### src/rtl/uart_pkg.sv
// uart_pkg: definitions shared by the UART transmitter and receiver.
//   uart_tx_state_t   - transmitter FSM states
//   CLKS_PER_BAUD_DEF - default clocks per serial bit, common to both directions
package uart_pkg;

    localparam int CLKS_PER_BAUD_DEF = 1041;

    typedef enum logic [2:0] {
        IDLE,
        START,
        DATA,
        PARITY,
        STOP
    } uart_tx_state_t;

endpackage

### src/rtl/uart_baud_gen.sv
// uart_baud_gen: bit-period counter.
//   clk       in  system clock
//   nRst      in  synchronous active-low reset
//   clr_i     in  hold the count at zero
//   bit_end_o out high during the last clock of each bit period
module uart_baud_gen
    import uart_pkg::*;
#(
    parameter int CLKS_PER_BAUD = CLKS_PER_BAUD_DEF
) (
    input  logic clk,
    input  logic nRst,
    input  logic clr_i,
    output logic bit_end_o
);

    localparam int CW = (CLKS_PER_BAUD > 2) ? $clog2(CLKS_PER_BAUD) : 1;

    logic [CW-1:0] cnt_q, cnt_d;

    assign bit_end_o = (cnt_q == CW'(CLKS_PER_BAUD - 1));

    always_comb begin
        cnt_d = cnt_q + CW'(1);
        if (clr_i || bit_end_o) cnt_d = '0;
    end

    always_ff @(posedge clk) begin
        if (!nRst) cnt_q <= '0;
        else       cnt_q <= cnt_d;
    end

endmodule

### src/rtl/uart_tx.sv
// uart_tx: byte-wide UART transmitter, 8 data bits LSB first, idle high,
// optional even parity, one or two stop bits, one-byte holding buffer.
//   clk       in  system clock
//   nRst      in  synchronous active-low reset
//   tx_valid  in  tx_data valid for transfer
//   tx_data   in  byte to transmit
//   tx_ready  out holding buffer can accept a byte
//   tx_serial out registered serial line
//   tx_busy   out a frame is on the line
//   tx_done   out one-cycle pulse after each frame's final stop bit
module uart_tx
    import uart_pkg::*;
#(
    parameter int CLKS_PER_BAUD = CLKS_PER_BAUD_DEF,
    parameter int PARITY_EN     = 0,
    parameter int STOP_BITS     = 1
) (
    input  logic       clk,
    input  logic       nRst,
    input  logic       tx_valid,
    input  logic [7:0] tx_data,
    output logic       tx_ready,
    output logic       tx_serial,
    output logic       tx_busy,
    output logic       tx_done
);

    uart_tx_state_t state_q, state_d;
    logic [7:0] shift_q, shift_d;
    logic [7:0] buf_q, buf_d;
    logic       full_q, full_d;
    logic       par_q, par_d;
    logic [2:0] idx_q, idx_d;
    logic       serial_q, serial_d;
    logic       done_q, done_d;
    logic       bit_end;
    logic       xfer;
    logic       direct;

    uart_baud_gen #(.CLKS_PER_BAUD(CLKS_PER_BAUD)) u_baud (
        .clk      (clk),
        .nRst     (nRst),
        .clr_i    (state_q == IDLE),
        .bit_end_o(bit_end)
    );

    // ready comes straight from the buffer flag register
    assign tx_ready  = ~full_q;
    assign xfer      = tx_valid && !full_q;
    assign tx_serial = serial_q;
    assign tx_busy   = (state_q != IDLE);
    assign tx_done   = done_q;

    always_comb begin
        state_d  = state_q;
        shift_d  = shift_q;
        buf_d    = buf_q;
        full_d   = full_q;
        par_d    = par_q;
        idx_d    = idx_q;
        done_d   = 1'b0;
        direct   = 1'b0;
        serial_d = 1'b1;

        unique case (state_q)
            IDLE: begin
                if (xfer) begin
                    direct  = 1'b1;
                    shift_d = tx_data;
                    par_d   = ^tx_data;
                    idx_d   = '0;
                    state_d = START;
                end
            end
            START: begin
                if (bit_end) begin
                    idx_d   = '0;
                    state_d = DATA;
                end
            end
            DATA: begin
                if (bit_end) begin
                    if (idx_q == 3'd7) begin
                        idx_d   = '0;
                        state_d = (PARITY_EN != 0) ? PARITY : STOP;
                    end else begin
                        idx_d   = idx_q + 3'd1;
                        shift_d = {1'b0, shift_q[7:1]};
                    end
                end
            end
            PARITY: begin
                if (bit_end) begin
                    idx_d   = '0;
                    state_d = STOP;
                end
            end
            STOP: begin
                if (bit_end) begin
                    if (idx_q == 3'(STOP_BITS - 1)) begin
                        done_d = 1'b1;
                        idx_d  = '0;
                        if (full_q) begin
                            // drain the buffer with no idle gap
                            shift_d = buf_q;
                            par_d   = ^buf_q;
                            full_d  = 1'b0;
                            state_d = START;
                        end else if (xfer) begin
                            direct  = 1'b1;
                            shift_d = tx_data;
                            par_d   = ^tx_data;
                            state_d = START;
                        end else begin
                            state_d = IDLE;
                        end
                    end else begin
                        idx_d = idx_q + 3'd1;
                    end
                end
            end
            default: state_d = IDLE;
        endcase

        // any other accepted byte queues behind the active frame
        if (xfer && !direct) begin
            buf_d  = tx_data;
            full_d = 1'b1;
        end

        // line level follows the next state so the output stays registered
        unique case (state_d)
            START:   serial_d = 1'b0;
            DATA:    serial_d = shift_d[0];
            PARITY:  serial_d = par_d;
            default: serial_d = 1'b1;
        endcase
    end

    always_ff @(posedge clk) begin
        if (!nRst) begin
            state_q  <= IDLE;
            shift_q  <= '0;
            buf_q    <= '0;
            full_q   <= 1'b0;
            par_q    <= 1'b0;
            idx_q    <= '0;
            serial_q <= 1'b1;
            done_q   <= 1'b0;
        end else begin
            state_q  <= state_d;
            shift_q  <= shift_d;
            buf_q    <= buf_d;
            full_q   <= full_d;
            par_q    <= par_d;
            idx_q    <= idx_d;
            serial_q <= serial_d;
            done_q   <= done_d;
        end
    end

endmodule

### config.mk
export PLATFORM = sky130hd
export DESIGN_NAME = uart_tx
export DESIGN_NICKNAME = d
export VERILOG_FILES = /design/src/rtl/uart_pkg.sv /design/src/rtl/uart_baud_gen.sv /design/src/rtl/uart_tx.sv
export SDC_FILE = /design/constraint.sdc
export NUM_CORES = 1
export LEC_CHECK = 0
export CAP_MARGIN = 10
export CELL_PAD_IN_SITES_DETAIL_PLACEMENT = 2
export CELL_PAD_IN_SITES_GLOBAL_PLACEMENT = 2
export CORE_ASPECT_RATIO = 0.9
export CORE_UTILIZATION = 34
export CTS_CLUSTER_SIZE = 12
export DETAILED_ROUTE_END_ITERATION = 10
export PLACE_DENSITY = 0.86
export RECOVER_POWER = 25
export SKIP_LAST_GASP = 1
export SLEW_MARGIN = 20
export SYNTH_ARGS = -nofsm -noshare
export SYNTH_HDL_FRONTEND = slang
export SYNTH_HIERARCHICAL = 1
export SYNTH_SLANG_ARGS = --single-unit
### constraint.sdc
create_clock -name clk -period 2.5 [get_ports clk]
set_input_delay 0.375 -clock clk [delete_from_list [all_inputs] [get_ports clk]]
set_output_delay 0.375 -clock clk [all_outputs]
set_load 0.02 [all_outputs]
==> metrics.txt <==
Multi-input gate area 0.001265 sq mm; top-area cell type share of the netlist area 35.11%; Port Buf Inserts 14; clk buf depth 2; CTS tree built; top-level I/O count 15; Crit path max-delay family simple AND/OR/NAND/NOR gates; Ys Warns 6; layout cells sized above 1 11.81%; Cell Chain, Critical Path inv_1 -> ha_1 -> nor4bb_4 -> and3_4 -> nand3b_4 -> nor3_2 -> buf_6 -> a32oi_1 -> nand2_1 -> a21oi_1 -> a311oi_1; Max rail drop VDD 0.2777 mV; Finished Cell Area 0.002476 sq mm; main combinational cell family by area after synthesis simple AND/OR/NAND/NOR gates; Hold-fix buffers, CTS 0; worst-margin pin slew 0.5798 ns; Layout area overhead 17.38%; top-count cell post-synth dfxtp_1; Pre-antenna DRT Iters 4; Post-Syn Instances 252; n_diodes 0; setup TNS 0 ns; WP data required 2.70 ns; Sink Count 37; initial antenna violation count 0; Synth Register Bits 37; Comb pwr share about a fifth; clk slew on worst S/H paths about 0.090 ns; Buffers & Inverters on Critical Path 2; vias 1,965; critical-path maximum fanout 12; Post-DP Area 0.002352 sq mm; DR vias/cell 5.762; vias in the first global route 2,106; P_sw about 420 uW; Synth area leaders dfxtp_1 (35%), mux2i_1 (6.2%), a21oi_1 (5.7%); asr flop ratio synth 0%; H-tree depth 2; DRC viols 0; startpoint types flip-flop; commonest cells in the netlist dfxtp_1 (37), nor2_1 (27), a21oi_1 (24); XOR/XNOR Fraction of Synth Area under 10%; Slowest-stage cell, CP dfxtp_1; Pwr per Cell Area 560.6 mW/mm^2; period utilisation layout 94.63%; syn_nets about 270; first-pass GRT wire length 10,970 um; Num CTS Buffers 5; final-report hold violation count 0; die width 85.03 um; switching part of the total 30.35%; P_int roughly 970 uW; CP endpoint kind flip-flop; worst setup path class flip-flop to flip-flop; Tot GR Track Use 21.56%; die area 0.006524 sq mm; average wire per standard cell 19.68 um; Mapped Area 0.002110 sq mm; Compound-Gate Fraction of Synth Area 20.76%; total grt overflow 0; Synth Flop Type dfxtp_1; Nets 286; Leak ~0.9 nW; hpwl dp 4758 um; CORE AREA 0.005823 sq mm; Post-synth EDFFs 0; Initial Util ~36%; Detailed Route Iter0 Violations 98; WP data arrival 2.57 ns; Placement Rows 26; slew margin rel. 61.29%; area leader, netlist dfxtp_1; unrepaired setup endpoints after global routing false; clock skew 0.006748 ns; Clock power frac around a third; number of max-cap violations 0; mux share of post-synthesis cell area 6.168%; Routed Antenna Nets 0; f_max 0.4227 GHz; mean area per synthesized cell roughly 8.4 sq um; area share of and/or/nand/nor cells after synthesis 22.06%; Register Area 740.7 sq um; Post-Synth Adder-Cell Area 2.966%; total routed wirelength 6711 um; Layout fillers 633; worst min-delay path class flip-flop to flip-flop; run status finished, final reports clean; library cells used by synthesis 48; gpl congestion 0.7675; crit path time final roughly 2.4 ns; Sequential Power Share 47.3%; critical path's largest stage delay 0.32 ns; clock latency on the worst-skew pair about 0.30 ns; root buf cell clkbuf_8; Die H 76.73 um; Final Max Tran Viols 0; Final setup viols 0; largest net degree at the start of global routing 17; sequential share of the synthesized area 35.11%
per-layer routing:
| layer | global-route usage [%] | vias up | share of wire, % |
|---|---|---|---|
| met5 | 0 | - | 0 |
| met1 | 27.88 | 993 | 47 |
| met3 | 3.337 | 7 | 2.4 |
| met2 | 36.61 | 25 | 49 |
| met4 | 6.949 | 0 | 1.2 |
| li1 | - | 940 | - |
sequential cells by signal, indices dropped and copies added (netlist names):
register	count
shift_q	8
idx_q	3
state_q	3
u_baud/cnt_q	11
tx_done	1
full_q	1
buf_q	8
tx_serial	1
par_q	1
timing repair:
| item | CTS | global route |
|---|---|---|
| endpoints found under the setup margin | 1 | 6 |
| buffers inserted | 0 | 0 |
| cloned | 0 | 0 |
| resized for setup | 1 | 6 |
worst min-delay path: cells and delay by family (launching register included):
| family | cells | cell delay, ns |
|---|---|---|
| flops | 1 | 0.34 |
| compound gates | 1 | 0.05 |
| simple gates | 1 | 0.07 |
power by group through the flow:
stage	sequential [mW]	clock, mW	combinational, mW
floorplan	0.653	0	0.181
detailed placement	0.668	0	0.263
global route	0.660	0.506	0.290
global placement	0.667	0	0.252
CTS	0.656	0.476	0.267
finish	0.656	0.465	0.267
placed cells by master, fill, tap and decap left out, types with 3 or more instances in the layout:
cell / count
o21ai_1: 3
a311oi_1: 6
dfxtp_1: 37
nand2_1: 17
xor2_1: 4
mux2i_1: 13
buf_4: 10
nor2_1: 27
clkdlybuf4s50_1: 12
o21ai_0: 11
clkbuf_8: 6
nand3_1: 11
or3_2: 3
or3_1: 3
xnor2_1: 13
nand2b_1: 6
a21oi_1: 24
a32oi_1: 7
ha_1: 5
inv_1: 13
layout make-up:
type	instances	share of cell area, %
Clock buffer	6	3.335
Clock inverter	2	0.5558
Inverter	13	1.971
Multi-Input combinational cell	187	51.09
Sequential cell	37	29.91
Tap cell	70	3.537
Timing Repair Buffer	26	9.601
stage by stage:
step	hold slack [ns]	worst slack [ns]	util, %	power, mW	std cells
global placement	0.4773	0.2591	40.40	0.9188	333
finish	0.5073	0.1342	42.52	1.388	341
CTS	0.5121	0.006524	42.16	1.399	341
global route	0.5533	0.004069	42.52	1.456	341
floorplan	0.4484	0.3264	-	0.8343	252
detailed placement	0.5004	0.09064	40.40	0.9310	333
kinds of logic (layout without fill, tap and decap cells):
kind of cell	after synthesis	after routing
flops	37	37
fa+ha+maj	5	5
compound gates	66	66
mux	13	13
buf+inv	28	47
simple gates	86	86
xor+xnor	17	17
path summary, 6_finish.rpt:
check / from / end / slack (ns) / cells after the start
max: u_baud/cnt_q[1]$_SDFF_PP0_ / shift_q[6]$_SDFFE_PN0P_ / 0.13 / 11
min: idx_q[1]$_SDFFE_PN0P_ / idx_q[1]$_SDFFE_PN0P_ / 0.51 / 2
max reg2reg: u_baud/cnt_q[1]$_SDFF_PP0_ / shift_q[6]$_SDFFE_PN0P_ / 0.13 / 11
min reg2reg: idx_q[1]$_SDFFE_PN0P_ / idx_q[1]$_SDFFE_PN0P_ / 0.51 / 2
Note: power is estimated with default switching activity, not from simulation.
